File: config.mk
export PLATFORM = sky130hd
export DESIGN_NAME = muldiv_unit
export DESIGN_NICKNAME = d
export VERILOG_FILES = /design/src/rtl/muldiv_unit.sv
export SDC_FILE = /design/constraint.sdc
export NUM_CORES = 1
export LEC_CHECK = 0
export ABC_AREA = 1
export BUFFER_PORTS_ARGS = -buffer_cell sky130_fd_sc_hd__buf_2
export CAP_MARGIN = 0
export CORE_MARGIN = 3
export CORE_UTILIZATION = 40
export DETAILED_ROUTE_END_ITERATION = 10
export GPL_TIMING_DRIVEN = 0
export MAX_ROUTING_LAYER = met4
export PLACE_DENSITY_LB_ADDON = 0.1
export SYNTH_ARGS = -nofsm -noshare
export SYNTH_HDL_FRONTEND = slang
export SYNTH_SLANG_ARGS = --single-unit
File: constraint.sdc
create_clock -name clk -period 2.4 [get_ports clk]
set_clock_uncertainty 0.05 [all_clocks]
set_input_delay 0.48 -clock clk [delete_from_list [all_inputs] [get_ports clk]]
set_output_delay 0.48 -clock clk [all_outputs]
set_load 0.01 [all_outputs]
File: src/rtl/muldiv_unit.sv
// Iterative MULT/MULTU/DIV/DIVU unit with HI/LO registers.
// One shift-add or restoring-divide step per cycle, then a sign-fixup cycle.
module muldiv_unit #(
  parameter int WIDTH = 32
) (
  input  logic             clk,
  input  logic             reset,
  input  logic             start,
  input  logic [2:0]       op,
  input  logic [WIDTH-1:0] a,
  input  logic [WIDTH-1:0] b,
  output logic             busy,
  output logic             done,
  output logic             div_by_zero,
  output logic [WIDTH-1:0] hi,
  output logic [WIDTH-1:0] lo
);

  localparam int CW = (WIDTH > 1) ? $clog2(WIDTH) : 1;

  typedef enum logic [1:0] {
    IDLE,
    CALC,
    SIGN
  } state_t;

  state_t             state;
  logic [CW-1:0]      cnt;
  logic [2*WIDTH-1:0] acc;
  logic [WIDTH-1:0]   dvs;
  logic [WIDTH-1:0]   a_lat;
  logic               is_div;
  logic               neg_lo;
  logic               neg_hi;

  function automatic logic [WIDTH-1:0] mag(input logic [WIDTH-1:0] x);
    return x[WIDTH-1] ? -x : x;
  endfunction

  logic               sgn;
  logic               sa;
  logic               sb;
  logic [WIDTH-1:0]   a_op;
  logic [WIDTH-1:0]   b_op;

  assign sgn  = ~op[0];
  assign sa   = sgn & a[WIDTH-1];
  assign sb   = sgn & b[WIDTH-1];
  assign a_op = sgn ? mag(a) : a;
  assign b_op = sgn ? mag(b) : b;

  // Multiply step: add multiplicand into the upper half, shift right.
  logic [WIDTH:0]     mul_sum;
  logic [2*WIDTH-1:0] mul_next;

  assign mul_sum  = {1'b0, acc[2*WIDTH-1:WIDTH]}
                  + {1'b0, (acc[0] ? dvs : '0)};
  assign mul_next = {mul_sum, acc[WIDTH-1:1]};

  // Divide step: upper half is remainder, lower half shifts in quotient bits.
  logic [WIDTH:0]     div_sh;
  logic [WIDTH:0]     div_diff;
  logic               div_ge;
  logic [2*WIDTH-1:0] div_next;

  assign div_sh   = {acc[2*WIDTH-1:WIDTH], acc[WIDTH-1]};
  assign div_ge   = div_sh >= {1'b0, dvs};
  assign div_diff = div_sh - {1'b0, dvs};
  assign div_next = div_ge
                  ? {div_diff[WIDTH-1:0], acc[WIDTH-2:0], 1'b1}
                  : {div_sh[WIDTH-1:0], acc[WIDTH-2:0], 1'b0};

  logic [2*WIDTH-1:0] mul_res;
  logic [WIDTH-1:0]   q_mag;
  logic [WIDTH-1:0]   r_mag;
  logic [WIDTH-1:0]   q_neg;
  logic [WIDTH-1:0]   r_neg;
  logic               dvz;
  logic [WIDTH-1:0]   hi_fin;
  logic [WIDTH-1:0]   lo_fin;

  assign mul_res = neg_lo ? -acc : acc;
  assign q_mag   = acc[WIDTH-1:0];
  assign r_mag   = acc[2*WIDTH-1:WIDTH];
  assign q_neg   = -q_mag;
  assign r_neg   = -r_mag;
  assign dvz     = is_div && (dvs == '0);

  always_comb begin
    hi_fin = mul_res[2*WIDTH-1:WIDTH];
    lo_fin = mul_res[WIDTH-1:0];
    if (dvz) begin
      hi_fin = a_lat;
      lo_fin = {WIDTH{1'b1}};
    end else if (is_div) begin
      hi_fin = neg_hi ? r_neg : r_mag;
      lo_fin = neg_lo ? q_neg : q_mag;
    end
  end

  always_ff @(posedge clk) begin
    if (reset) begin
      state       <= IDLE;
      busy        <= 1'b0;
      done        <= 1'b0;
      div_by_zero <= 1'b0;
      hi          <= '0;
      lo          <= '0;
      cnt         <= '0;
      acc         <= '0;
      dvs         <= '0;
      a_lat       <= '0;
      is_div      <= 1'b0;
      neg_lo      <= 1'b0;
      neg_hi      <= 1'b0;
    end else begin
      done        <= 1'b0;
      div_by_zero <= 1'b0;
      unique case (state)
        IDLE: begin
          if (start) begin
            case (op)
              3'b000, 3'b001: begin
                acc    <= {{WIDTH{1'b0}}, b_op};
                dvs    <= a_op;
                a_lat  <= a;
                is_div <= 1'b0;
                neg_lo <= sa ^ sb;
                neg_hi <= sa ^ sb;
                cnt    <= '0;
                busy   <= 1'b1;
                state  <= CALC;
              end
              3'b010, 3'b011: begin
                acc    <= {{WIDTH{1'b0}}, a_op};
                dvs    <= b_op;
                a_lat  <= a;
                is_div <= 1'b1;
                neg_lo <= sa ^ sb;
                neg_hi <= sa;
                cnt    <= '0;
                busy   <= 1'b1;
                state  <= CALC;
              end
              3'b100:  hi <= a;
              3'b101:  lo <= a;
              default: ;
            endcase
          end
        end
        CALC: begin
          acc <= is_div ? div_next : mul_next;
          cnt <= cnt + 1'b1;
          if (cnt == CW'(WIDTH - 1)) state <= SIGN;
        end
        SIGN: begin
          hi          <= hi_fin;
          lo          <= lo_fin;
          done        <= 1'b1;
          div_by_zero <= dvz;
          busy        <= 1'b0;
          state       <= IDLE;
        end
        default: state <= IDLE;
      endcase
    end
  end

endmodule
# Word level (Yosys, flattened, before mapping)

Cells that the tools add are included.

Bits of input ports: 70
Bits in writable memories: 0
ROM bits: 0
Word-level logic and storage cells: 97
Output and inout bits: 67
Memories kept: 0
Bits in latches: 0
Register bits after elaboration: 205

Multiply operators: 0
Shift operators: 0
Reductions and logical operators: 19
Mux-type cells: 37
Divide/modulo/power cells: 0
$add $sub $neg: 8
Equal/unequal tests: 14
Order comparisons: 1
Bitwise logic cells: 5

Operators by type and width:

| operator              | count |
|---|---|
| $mux W32              | 15 |
| $mux W64              | 4 |
| $pmux W64 S2          | 2 |
| $pmux W32 S2          | 3 |
| $neg A32 Y32          | 4 |
| $neg A64 Y64          | 1 |
| $add A32 B32 Y33      | 1 |
| $ge A33 B32 Y1        | 1 |
| $logic_not A32 Y1     | 1 |
| $sub A32 B32 Y32      | 1 |
| $reduce_and A3 Y1     | 8 |
| $mux W5               | 2 |
| $pmux W5 S2           | 1 |
| $eq A3 B2 Y1 const B  | 2 |
| $eq A3 B3 Y1 const B  | 2 |
| $mux W2               | 3 |
| $ne A2 B2 Y1 const B  | 3 |
| $pmux W1 S2           | 3 |
| $reduce_bool A2 Y1    | 3 |
| $reduce_or A2 Y1      | 3 |
| $add A5 B1 Y5 const B | 1 |
| $eq A5 B5 Y1 const B  | 1 |
| $ne A2 B1 Y1 const B  | 2 |
| $pmux W2 S2           | 1 |
| other kinds (12)      | 16 |

# Longest topological paths before layout

Word-level depth: 6
Gate-level depth with buffers: 20
Mapped depth without buffers: 18

# Least setup slack after synthesis

Ideal clock, no wire load.

Path kind: register to register
From: reg acc[0]
To: reg acc[63]
Clock period less this slack: 2550 ps
Path slack: -150 ps
Library setup time: 71 ps
Cell stages (with the launch flop): 21
Arrival: 2429 ps
Buffers on the path: 2
Required time: 2279 ps
Cells stage by stage: dfxtp_1 -> buf_6 -> clkbuf_1 -> nand2_1 -> inv_1 -> ha_1 -> inv_1 -> fa_1 -> o21ai_1 -> nand2_1 -> nand2_1 -> nand2_1 -> nand2_1 -> nand2_1 -> nand2_1 -> nand2_1 -> nand2_1 -> nand2_1 -> inv_1 -> nand2_1 -> a21oi_1

Longest elaborated chain between the ends: 4

Ends and longest elaborated chain:

| item                     | RTL line | source |
|---|---|---|
| start: declaration       | 29       | `logic [2*WIDTH-1:0] acc;` |
| start signal: assignment | 124      | `acc <= {{WIDTH{1'b0}}, b_op};` |
| start signal: assignment | 135      | `acc <= {{WIDTH{1'b0}}, a_op};` |
| start signal: assignment | 152      | `acc <= is_div ? div_next : mul_next;` |
| $mux W32                 | 57       | `+ {1'b0, (acc[0] ? dvs : '0)};` |
| $add A32 B32 Y33         | 57       |  |
| $mux W64                 | 152      |  |
| $pmux W64 S2             | 119      | `unique case (state)` |

Every way passes these cells.
A chain may end at the register's enable or synchronous reset.

# Worst setup path in the final report

Same ends and word-level chain as after synthesis.

==> Implementation_results.wiki <==
{| class="wikitable"
! Metric !! Value
|-
| Status || finished, violations left
|-
| Violated checks || setup timing
|-
| Number of global-route vias before repair || 21800
|-
| Global-route congestion overflow total || 0
|-
| Number of synthesized register bits || 205
|-
| Maximum Capacitance Violations || 0
|-
| Final critical path time including I/O delays and setup || 2.59 ns
|-
| Final number of hold-violating endpoints || 0
|-
| First-pass GRT wire length || 142 mm
|-
| Register-to-Register Setup Slack || -0.19 ns
|-
| Share of synthesized area occupied by flip-flops and latches || 21.8%
|-
| Clock-pin slew reported for the worst setup and hold paths after clock tree synthesis || 0.06 ns
|-
| Total of endpoints with negative setup slack in the final report || 33
|-
| Depth of the worst hold-timing path || 3
|-
| Top-level I/O count || 137
|-
| Iteration-0 DRC count of the detailed router || 3137
|-
| Total standard cell area after synthesis || 18800 sq um
|-
| Sequence of cells on the critical path || buf_12 > clkbuf_8 > nand2_2 > inv_1 > ha_4 > nand2_2 > nor2_2 > inv_1 > nor2_1 > nand2_2 > nand2_2 > nand2_2 > nand2_2 > nand2_2 > nand2_2 > nand2_2 > inv_2 > nand2_2 > a21oi_1
|-
| Unrepaired setup endpoints after global routing || true
|-
| Routed Antenna Nets || 0
|-
| Critical path's top delay family || simple AND/OR/NAND/NOR gates
|-
| Synth warnings || 0
|-
| Post-DP Area || 20200 sq um
|-
| Top cell by count, worst path || sky130_fd_sc_hd__nand2_2
|-
| Layout cells sized above 1 || 20.5%
|-
| Final-layout fill cell count || 4862
|-
| Worst setup margin || -0.186 ns
|-
| Chip Width || 223 um
|-
| Required @ worst endpoint || 2.80 ns
|-
| # hold bufs at CTS || 0
|-
| Pins Over Slew Limit || 0
|-
| Deepest clock path buffer count || 3
|-
| Routability congestion estimate || 1.06
|-
| Critical path's largest stage delay || 0.34 ns
|-
| Number of buffers added on ports || 135
|-
| Pin slew with the least headroom to its limit || 1.15 ns
|-
| Area growth from synthesis to final layout || 27.1%
|-
| R2R cell count || 19
|-
| Root buf cell || sky130_fd_sc_hd__clkbuf_16
|-
| Starting Density || 41.0%
|-
| Core ar. || 45900 sq um
|-
| Headroom to the max-slew limit || 23.5%
|-
| Critical path endpoint category || flip-flop
|-
| Detail-routed via count per cell || 5.82
|-
| Post-Synthesis Cells || 3355
|-
| Net count reported at finish || 3726
|-
| Detailed Route WL || 101 mm
|-
| Drt pass-1 iters || 6
|-
| Die footprint || 49700 sq um
|-
| Kind of path behind the tightest hold check || primary input to flip-flop
|-
| GRT Total Usage || 39.2%
|-
| Launching element of the worst setup path || acc[0]
|-
| Count of vias placed by the detailed router || 24400
|-
| Number of unique standard cell types used by synthesis || 48
|-
| Die height || 223 um
|-
| Synthesized area divided by synthesized cell count || 5.61 sq um
|-
| Peak supply drop || 0.694 mV
|-
| Worst EP arrival || 2.99 ns
|-
| Post-layout utilization of the core || 52.1%
|-
| Leakage power of the design || 11.6 nW
|-
| Diode insertion count for antenna repair || 0
|-
| Initial antenna violation count || 0
|-
| Worst path slowest cell || sky130_fd_sc_hd__dfxtp_2
|-
| Avg WL per Cell || 24.0 um
|-
| Proportion of synthesized flip-flops having asynchronous set or reset || 0%
|-
| Number of clock buffers inserted by TritonCTS || 23
|-
| Number of H-tree levels || 1
|-
| Peak clock frequency supported by timing || 387 MHz
|-
| CTS tree || yes
|-
| Pre-CTS setup slack || -0.720 ns
|-
| Category of the worst setup path launch point || flip-flop
|-
| Most instantiated flip-flop cell in the synthesis netlist || sky130_fd_sc_hd__dfxtp_1
|-
| Share of the clock period used by the worst path || 108%
|-
| Total power divided by cell area || 740 nW/um^2
|-
| Number of clock sinks || 205
|-
| Worst-Skew Late Latency || 0.57 ns
|-
| Synthesized netlist net count || 3497
|-
| Hold path start || a[1]
|-
| Startpoint of the most critical register-to-register path || acc[0]
|-
| EDFF count, synth || 0
|-
| Capturing point of the worst reg2reg path || acc[63]
|-
| Aggregate negative setup slack || -2.49 ns
|-
| Remaining routing DRC violations || 0
|-
| Largest net degree at the start of global routing || 14
|-
| Buffers & Inverters on Critical Path || 5
|-
| End of the worst hold path || a_lat[1]
|-
| Critical path type || flip-flop to flip-flop
|-
| Site Rows || 78
|-
| Post-layout instance area || 23900 sq um
|-
| Placed wire-length estimate after detailed placement || 81.4 mm
|-
| Worst-path fanout max || 5
|}
-- cells in the final DEF (no fill, tap or decap), types with 27 or more instances in the layout --
cell type	Yosys	layout
sky130_fd_sc_hd__a21oi_1	256	233
sky130_fd_sc_hd__xor2_1	76	64
sky130_fd_sc_hd__buf_4	0	63
sky130_fd_sc_hd__nand2_4	1	27
sky130_fd_sc_hd__nand4_1	36	36
sky130_fd_sc_hd__clkbuf_1	104	96
sky130_fd_sc_hd__inv_1	429	388
sky130_fd_sc_hd__nor2_1	412	369
sky130_fd_sc_hd__dfxtp_2	0	28
sky130_fd_sc_hd__ha_4	0	60
sky130_fd_sc_hd__nor2_2	13	34
sky130_fd_sc_hd__buf_2	10	144
sky130_fd_sc_hd__nand3_1	278	235
sky130_fd_sc_hd__nand2_2	10	91
sky130_fd_sc_hd__dfxtp_1	205	156
sky130_fd_sc_hd__nand2_1	938	830
sky130_fd_sc_hd__inv_2	8	46
sky130_fd_sc_hd__o21ai_0	310	281
sky130_fd_sc_hd__nand3_2	6	42
-- sequential cells by signal (all words and copies together) (netlist names), 2 cells and up --
signal / cells
acc: 64
cnt: 5
state: 2
lo: 32
a_lat: 32
hi: 32
dvs: 32
-- cell families (layout without fill, tap and decap cells) --
family | after synthesis | in the layout | share of synthesized area [%]
AOI/OAI and AO/OA | 661 | 661 | 18.6
xor gates and xnor gates | 83 | 83 | 3.86
adders and majority gates | 72 | 72 | 4.87
buffers and inverters | 569 | 814 | 11.6
DFF | 205 | 205 | 21.8
and+or+nand+nor | 1765 | 1765 | 39.2
-- power by group --
part           switching [mW]  leakage, nW  internal, mW
Sequential              0.519         1.70          3.80
Clock                    1.60        0.372          2.10
Combinational            6.58         9.54          3.08
Total                    8.70         11.6          8.98
-- worst max path at each step --
stage | slack [ns] | cells after the start | end
floorplan | 0.03 | 20 | acc[63]
global route | -0.23 | 19 | acc[60]
detailed placement | -0.72 | 9 | hi[13]
finish | -0.19 | 19 | acc[63]
CTS | -0.11 | 20 | acc[63]
global placement | -0.68 | 9 | hi[13]
-- what timing repair did --
item	4_1_cts	5_1_grt
gates cloned	3	1
buffers inserted	42	24
resized for setup	405	190
pin swaps	74	62
endpoints found under the setup margin	97	146
-- metal layers --
layer	up-vias	wire length (um)	GRT usage [%]
met5	-	0	-
met4	0	3910	12.3
met3	199	12500	9.70
met2	1396	41500	55.7
met1	11600	43000	54.5
li1	11300	-	-
-- per-stage QoR --
stage / power, mW / hold WS, ns / cells
after global placement: 12.1 / 0.386 / 4090
after CTS: 16.9 / 0.254 / 4176
after detailed placement: 12.2 / 0.392 / 4090
final: 17.7 / 0.249 / 4200
after floorplan: 9.23 / 0.371 / 3355
after global routing: 18.5 / 0.288 / 4200
-- synth_stat cells (13+ instances only) --
cell / instances / area (sq um)
sky130_fd_sc_hd__nand2_1: 938 / 3520
sky130_fd_sc_hd__inv_1: 429 / 1610
sky130_fd_sc_hd__nor2_1: 412 / 1550
sky130_fd_sc_hd__o21ai_0: 310 / 1550
sky130_fd_sc_hd__nand3_1: 278 / 1390
sky130_fd_sc_hd__a21oi_1: 256 / 1280
sky130_fd_sc_hd__dfxtp_1: 205 / 4100
sky130_fd_sc_hd__clkbuf_1: 104 / 390
sky130_fd_sc_hd__xor2_1: 76 / 666
sky130_fd_sc_hd__ha_1: 70 / 876
sky130_fd_sc_hd__nand4_1: 36 / 225
sky130_fd_sc_hd__nor3_1: 28 / 140
sky130_fd_sc_hd__o22ai_1: 20 / 125
sky130_fd_sc_hd__o21bai_1: 19 / 143
sky130_fd_sc_hd__o31ai_1: 14 / 105
sky130_fd_sc_hd__a31oi_1: 13 / 81.3
sky130_fd_sc_hd__nor2_2: 13 / 81.3
-- worst register-to-register path, delay by kind of cell (launching register included) --
kind	cells	cell delay, ns
and+or+nand+nor	12	1.09
adders and majority gates	1	0.32
buffers and inverters	5	0.59
AOI/OAI and AO/OA	1	0.12
DFF	1	0.34
-- final cells by class --
class | count | area (sq um) | share of cell area, %
sequential | 205 | 4220 | 17.6
multi-input combinational | 2581 | 14600 | 61.0
clock buffer | 33 | 653 | 2.73
timing repair buffer | 205 | 1290 | 5.40
clock inverter | 8 | 93.8 | 0.393
buffer | 127 | 643 | 2.69
tap | 600 | 751 | 3.14
inverter | 441 | 1670 | 6.98
(Power assumes the default switching activity.)
